<file path="config.mk">
export PLATFORM = sky130hd
export DESIGN_NAME = step_sequencer
export DESIGN_NICKNAME = d
export VERILOG_FILES = /design/src/rtl/tr_pkg.sv /design/src/rtl/tick_counter.sv /design/src/rtl/step_sequencer.sv
export SDC_FILE = /design/constraint.sdc
export NUM_CORES = 1
export LEC_CHECK = 0
export ABC_AREA = 1
export CAP_MARGIN = 30
export CORE_ASPECT_RATIO = 0.75
export CORE_MARGIN = 4
export CORE_UTILIZATION = 52
export CTS_CLUSTER_SIZE = 12
export DETAILED_ROUTE_END_ITERATION = 7
export MAX_ROUTING_LAYER = met4
export PLACE_DENSITY = 0.79
export REMOVE_ABC_BUFFERS = 1
export SYNTH_ARGS = -nofsm -noshare
export SYNTH_HDL_FRONTEND = slang
export SYNTH_SLANG_ARGS = --single-unit
</file>
<file path="constraint.sdc">
create_clock -name clk -period 2.1 [get_ports clk]
set_clock_uncertainty 0.15 [all_clocks]
set_input_delay 0.21 -clock clk [delete_from_list [all_inputs] [get_ports clk]]
set_output_delay 0.21 -clock clk [all_outputs]
set_load 0.02 [all_outputs]
</file>
<file path="src/rtl/tr_pkg.sv">
// Shared state encoding and default 50 MHz timing for the step sequencer.
package tr_pkg;

  localparam int DEF_WIDTH_WORK = 16;
  localparam int DEF_PULSE_W    = 100;
  localparam int DEF_DIR_SETUP  = 250;
  localparam int DEF_EN_DELAY   = 500;
  localparam int DEF_MIN_PERIOD = 2 * DEF_PULSE_W;

  typedef enum logic [2:0] {
    ST_IDLE     = 3'd0,
    ST_WAKE     = 3'd1,
    ST_BOUNDARY = 3'd2,
    ST_SETUP    = 3'd3,
    ST_HIGH     = 3'd4,
    ST_LOW      = 3'd5
  } step_state_e;

  // Zero means hold and passes through; any other value is raised to the floor.
  function automatic int unsigned clamp_period(input int unsigned p, input int unsigned floor_p);
    return ((p != 32'd0) && (p < floor_p)) ? floor_p : p;
  endfunction

endpackage

</file>
<file path="src/rtl/tick_counter.sv">
// Loadable down-counter; done is high while the count sits at zero.
module tick_counter #(
  parameter int WIDTH = 16
) (
  input  logic             clk,
  input  logic             rst_n,
  input  logic             load,
  input  logic [WIDTH-1:0] value,
  output logic             done
);

  logic [WIDTH-1:0] cnt_r;

  // Load on request, otherwise count down and park at zero.
  always_ff @(posedge clk or negedge rst_n) begin
    if (!rst_n) begin
      cnt_r <= '0;
    end else if (load) begin
      cnt_r <= value;
    end else if (cnt_r != '0) begin
      cnt_r <= cnt_r - {{(WIDTH-1){1'b0}}, 1'b1};
    end else begin
      cnt_r <= cnt_r;
    end
  end

  assign done = (cnt_r == '0);

endmodule

</file>
<file path="src/rtl/step_sequencer.sv">
// Turns a period command into stepper driver timing (enable wake, dir setup, pulse, period)
// and tracks a signed position count of issued steps.
module step_sequencer
  import tr_pkg::*;
#(
  parameter int WIDTH_WORK = DEF_WIDTH_WORK,
  parameter int PULSE_W    = DEF_PULSE_W,
  parameter int DIR_SETUP  = DEF_DIR_SETUP,
  parameter int EN_DELAY   = DEF_EN_DELAY,
  parameter int MIN_PERIOD = 2 * PULSE_W
) (
  input  logic                  clk,
  input  logic                  rst_n,
  input  logic                  run,
  input  logic                  dir_in,
  input  logic [WIDTH_WORK-1:0] period,
  input  logic                  period_valid,
  output logic                  drv_step,
  output logic                  drv_dir,
  output logic                  drv_enable,
  output logic                  busy,
  output logic [WIDTH_WORK-1:0] position
);

  // A state loaded with N lasts N+1 cycles, so each load is one short of its dwell,
  // except WAKE which deliberately includes the enable edge cycle.
  localparam logic [WIDTH_WORK-1:0] ONE        = {{(WIDTH_WORK-1){1'b0}}, 1'b1};
  localparam logic [WIDTH_WORK-1:0] WAKE_LOAD  = WIDTH_WORK'(EN_DELAY);
  localparam logic [WIDTH_WORK-1:0] SETUP_LOAD = WIDTH_WORK'(DIR_SETUP - 1);
  localparam logic [WIDTH_WORK-1:0] HIGH_LOAD  = WIDTH_WORK'(PULSE_W - 1);
  localparam logic [WIDTH_WORK-1:0] LOW_TRIM   = WIDTH_WORK'(PULSE_W + 2);

  step_state_e           state_r, state_s;
  logic [WIDTH_WORK-1:0] latch_r, step_period_r, position_r;
  logic [WIDTH_WORK-1:0] eff_period_s, sampled_s, cnt_value_s;
  logic                  cnt_load_s, cnt_done_s, sample_s, dir_change_s;
  logic                  drv_step_r, drv_dir_r, drv_enable_r, busy_r;

  // A strobe coinciding with the boundary decision wins over the stored latch.
  assign eff_period_s = period_valid ? period : latch_r;
  assign sampled_s    = WIDTH_WORK'(clamp_period(32'(eff_period_s), 32'(MIN_PERIOD)));

  tick_counter #(.WIDTH(WIDTH_WORK)) u_tick (
    .clk   (clk),
    .rst_n (rst_n),
    .load  (cnt_load_s),
    .value (cnt_value_s),
    .done  (cnt_done_s)
  );

  // Next-state, counter load and boundary decisions.
  always_comb begin
    state_s      = state_r;
    cnt_load_s   = 1'b0;
    cnt_value_s  = '0;
    sample_s     = 1'b0;
    dir_change_s = 1'b0;
    case (state_r)
      ST_IDLE: begin
        if (run) begin
          state_s     = ST_WAKE;
          cnt_load_s  = 1'b1;
          cnt_value_s = WAKE_LOAD;
        end else begin
          state_s = ST_IDLE;
        end
      end
      ST_WAKE, ST_SETUP: begin
        if (!run)            state_s = ST_IDLE;
        else if (cnt_done_s) state_s = ST_BOUNDARY;
        else                 state_s = state_r;
      end
      ST_BOUNDARY: begin
        if (!run) begin
          state_s = ST_IDLE;
        end else if (dir_in != drv_dir_r) begin
          state_s      = ST_SETUP;
          dir_change_s = 1'b1;
          cnt_load_s   = 1'b1;
          cnt_value_s  = SETUP_LOAD;
        end else if (eff_period_s == '0) begin
          state_s = ST_BOUNDARY;
        end else begin
          state_s     = ST_HIGH;
          sample_s    = 1'b1;
          cnt_load_s  = 1'b1;
          cnt_value_s = HIGH_LOAD;
        end
      end
      ST_HIGH: begin
        // The pulse always completes; a dropped run is honoured at its end.
        if (cnt_done_s) begin
          if (run) begin
            state_s     = ST_LOW;
            cnt_load_s  = 1'b1;
            cnt_value_s = step_period_r - LOW_TRIM;
          end else begin
            state_s = ST_IDLE;
          end
        end else begin
          state_s = ST_HIGH;
        end
      end
      ST_LOW: begin
        if (!run)            state_s = ST_IDLE;
        else if (cnt_done_s) state_s = ST_BOUNDARY;
        else                 state_s = ST_LOW;
      end
      default: state_s = ST_IDLE;
    endcase
  end

  // State, period latches and registered driver outputs.
  always_ff @(posedge clk or negedge rst_n) begin
    if (!rst_n) begin
      state_r       <= ST_IDLE;
      latch_r       <= '0;
      step_period_r <= '0;
      drv_step_r    <= 1'b0;
      drv_dir_r     <= 1'b0;
      drv_enable_r  <= 1'b0;
      busy_r        <= 1'b0;
    end else begin
      state_r       <= state_s;
      latch_r       <= period_valid ? period : latch_r;
      step_period_r <= sample_s ? sampled_s : step_period_r;
      drv_step_r    <= (state_s == ST_HIGH);
      drv_enable_r  <= (state_s != ST_IDLE);
      busy_r        <= (state_s != ST_IDLE);
      if (state_s == ST_IDLE) begin
        drv_dir_r <= 1'b0;
      end else if ((state_r == ST_IDLE) || dir_change_s) begin
        drv_dir_r <= dir_in;
      end else begin
        drv_dir_r <= drv_dir_r;
      end
    end
  end

  // Position moves on the edge the step pulse rises.
  always_ff @(posedge clk or negedge rst_n) begin
    if (!rst_n) begin
      position_r <= '0;
    end else if (sample_s) begin
      position_r <= drv_dir_r ? (position_r + ONE) : (position_r - ONE);
    end else begin
      position_r <= position_r;
    end
  end

  assign drv_step   = drv_step_r;
  assign drv_dir    = drv_dir_r;
  assign drv_enable = drv_enable_r;
  assign busy       = busy_r;
  assign position   = position_r;

endmodule

</file>
==> flow_results.org <==
** Logic synthesis
- Number of enable flip-flop cells after synthesis :: 0
- Share of synthesized area occupied by flip-flops and latches :: 40.20%
- Library cell with the largest summed area after synthesis :: dfrtp_1
- Top_reg_cell synth :: dfrtp_1
- Post-synth top cells :: nand2_1, dfrtp_1, nor2_1
- Count of synthesis-stage warnings from yosys :: 0
- Count of unique library cells instantiated by Yosys :: 37
- Mean cell area of the mapped netlist :: 7.399 um2
- Ys async rst share :: 100.0%
- Share of the synthesized area in the top cell type :: 40.20%
- Most used standard cell by instance count after synthesis :: nand2_1
- Gate count after technology mapping :: 589
- Cell area after technology mapping :: 4358 um2
- Cell types with the largest area share after synthesis :: dfrtp_1, nand2_1, nor2_1
- Counting flops and latches in the post-synthesis netlist gives 70.

** Worst setup path
- R2R setup slack :: -0.37 ns
- Together, buffers and inverters on the worst path number 4.
- STA puts the critical path data arrival time at 2.57 ns.
- The endpoint identified for the worst register-to-register timing path is position[7]$_DFFE_PN0P_.
- Critical path type :: reg -> reg
- Critical path capture point type :: flip-flop
- Required time at the worst-slack endpoint :: 2.20 ns
- Logic depth of the worst path, buffers included :: 10
- Reg-to-reg startpoint :: drv_dir$_DFFE_PN0P_
- The signal on the critical path passes through clkinvlp_4 -> buf_12 -> buf_8 -> ha_4 -> a21o_1 -> a21oi_2 -> nand2_2 -> buf_4 -> xnor2_2 -> o21ai_1.
- Top Family by Delay on Critical Path :: compound AO/OA/AOI/OAI gates
- Maximum fanout encountered on the critical timing path :: 7
- Master of the slowest instance on the critical path :: dfrtp_1
- The number of cells on the worst reg-to-reg path is 10.
- On the worst path, the slowest cell contributes a delay of 0.40 ns.
- The worst setup path is launched from a flip-flop.

** Place
- Including well taps, the total number of placed cells is 808.
- Buffers placed on the I/O ports in this run total 40.
- Placer Congestion :: 0.9572
- Sum of net half-perimeters after detailed placement :: 8.913 mm

** Timing
- Fin Setup TNS :: -2.922 ns
- Timing would allow up to 0.4050 GHz.
- RSZ-0062 raised after global routing :: true
- Final setup vio count :: 15
- Final Hold Viols :: 0
- Relative max-transition margin :: 71.75%
- The number of pins exceeding their max-slew limit in the final report came to 0.
- After layout, the worst setup slack is -0.3690 ns.
- Tcrit/Tclk final :: 117.6%
- Final period demand of the worst path :: 2.469 ns
- Transition time at the pin with the least slew margin :: 0.4231 ns

** Global routing
- Largest net degree at the start of global routing :: 71
- Overall Global Routing Usage :: 31.94%
- Number of antenna violations at the first check in global routing :: 0
- Via count of the first global-routing pass :: 4,870
- Wire length of the first global-routing pass :: 23.84 mm
- Remaining Overflow, GRT :: 0

** Power
- Power Dens Cells :: 699.8 nW/um2
- Across the VDD grid, the largest voltage drop is 0.7299 mV.
- In this run the static leakage power is 3.256 nW.

** Layout
- After the flow finishes, the layout carries non-filler instances totaling 840.
- Cells with a size suffix above 1 make up 31.97% of the layout.
- Summing all flip-flop and latch instances after layout gives 1752 um2.
- Fill cells in the final layout number 449.
- Area Overhead vs Synth :: 49.15%
- The number of antenna diodes in the final layout is 0.
- Post-layout net count :: 769
- Summing all multi-input logic gate instances after layout gives 2908 um2.

** Clock network
- Latest clock arrival within the worst-skew pair :: 0.38 ns
- The clock passes through at most 2 buffers.
- Clock tree synthesis found a total of 70 sinks.
- TritonCTS clock tree :: yes
- Clock Pin Slew Worst Setup and Hold Paths :: 0.08 ns
- The number of clock buffers added by TritonCTS is 9.
- CTS built an H-tree with a depth of 3.
- Root cell of the clock tree :: clkbuf_8

** Floorplanning
- Measured along the y axis, the die boundary spans 87.28 um.
- The die covers 9924 um2.
- Num ports :: 41
- The total area inside the core boundary comes to 8023 um2.
- The die is 113.7 um wide.
- The floorplan has 28 rows.
- The initial utilization of the core area, before any placement, comes to 54.32%.

** Hold path
- Worst hold start :: period_valid
- The path with the worst hold slack has its endpoint at latch_r[14]$_DFF_PN0_.
- Along the worst hold path, the cell count comes to 4.
- Worst min-delay path class :: in -> reg

** Route
- The detail route stage leaves a number of antenna-violating nets equal to 0.
- Via Count :: 5,142
- The final layout contains routed wiring with a total length of 18.49 mm.
- Number of iterations in the first detailed-routing pass :: 7
- DRC marker count from the first detailed-route iteration :: 765
- After detailed routing, the number of remaining DRC violations is 0.
- Using the TritonRoute via totals, the vias-per-cell ratio works out to 6.121.
- In the final routed layout, each cell accounts on average for 22.01 um.

** Status
- Run status :: finished, violations left
- The checks that failed: setup timing.

** Flow run
- Max capacitance violation total :: 0
through the flow:
stage               setup WS [ns]  instance area, um2  util, %  hold WS [ns]  total power [mW]
floorplan                 -0.1821                4253        -       -0.2356             2.236
global placement          -0.2856                5463    68.09        0.1180             2.734
detailed placement        -0.4019                5463    68.09        0.1169             2.773
CTS                      -0.06428                6125    76.34        0.2599             4.147
global route              -0.4136                6500    81.02        0.2293             4.736
finish                    -0.3690                6500    81.02        0.1903             4.548
what timing repair did:
item | 4_1_cts | 5_1_grt
gates resized for setup | 83 | 84
hold endpoints to repair | 70 | 0
buffers inserted | 9 | 9
setup endpoints to repair | 15 | 52
pin swaps | 27 | 39
hold buffers | 1 | 0
flip-flops by register name (all words and copies together) (netlist names):
| signal | count |
|---|---|
| drv_dir | 1 |
| latch_r | 16 |
| busy | 1 |
| state_r | 3 |
| u_tick.cnt_r | 16 |
| drv_step | 1 |
| position | 16 |
| step_period_r | 16 |
layer usage:
metal | vias to the layer above | track usage [%] | part of all wire (%)
li1 | 2177 | - | -
met1 | 2323 | 38.46 | 35
met4 | 0 | 15.94 | 8.7
met3 | 162 | 7.986 | 12
met5 | - | - | 0
met2 | 480 | 50.29 | 44
logic make-up after synthesis:
group / Yosys count / synth area share [%]
AOI/OAI and AO/OA: 82 / 10.22
xor gates and xnor gates: 27 / 5.426
adders and majority gates: 18 / 5.340
buffers and inverters: 74 / 7.809
DFF: 70 / 40.20
and+or+nand+nor: 318 / 31.01
layout make-up:
class,instances,share of cell area [%]
multi-input combinational,445,44.74
sequential,70,26.95
tap,105,2.021
timing repair buffer,142,19.52
clock buffer,12,2.233
clock inverter,4,0.8662
inverter,62,3.677
power by group:
group / total, mW / switching (mW) / internal, mW
clock: 1.17 / 0.579 / 0.588
sequential: 1.57 / 0.101 / 1.47
combinational: 1.81 / 1.04 / 0.776
worst max path at each step:
stage	from	end	slack (ns)
2_1_floorplan	drv_dir$_DFFE_PN0P_	position[15]$_DFFE_PN0P_	-0.18
3_3_place_gp	period_valid	step_period_r[4]$_DFFE_PN0P_	-0.29
3_5_place_dp	period_valid	step_period_r[4]$_DFFE_PN0P_	-0.40
4_1_cts	drv_dir$_DFFE_PN0P_	position[15]$_DFFE_PN0P_	-0.06
5_1_grt	drv_dir$_DFFE_PN0P_	position[5]$_DFFE_PN0P_	-0.41
6_report	drv_dir$_DFFE_PN0P_	position[7]$_DFFE_PN0P_	-0.37
worst register-to-register path, cell delays in order, from the launching register on:
cell and delay [ns]:
dfrtp_1 0.40, clkinvlp_4 0.12, buf_12 0.16, buf_8 0.15, ha_4 0.25, a21o_1 0.22
a21oi_2 0.22, nand2_2 0.11, buf_4 0.16, xnor2_2 0.12, o21ai_1 0.30
cell usage in the layout, fill, tap and decap left out, types with 8 or more instances in the layout:
master / n
nand2_1: 160
buf_4: 85
dfrtp_1: 70
inv_1: 53
nor2_1: 46
clkdlybuf4s50_1: 38
nand3_1: 30
nand2_2: 18
o21ai_1: 17
a21oi_1: 17
o21ai_0: 17
nand3_2: 14
xor2_1: 12
ha_4: 12
nand2_4: 10
xnor2_1: 10
clkbuf_8: 10
buf_6: 10
nor2_2: 9
nor2_4: 8
a21oi_2: 8
(Power assumes the default switching activity.)
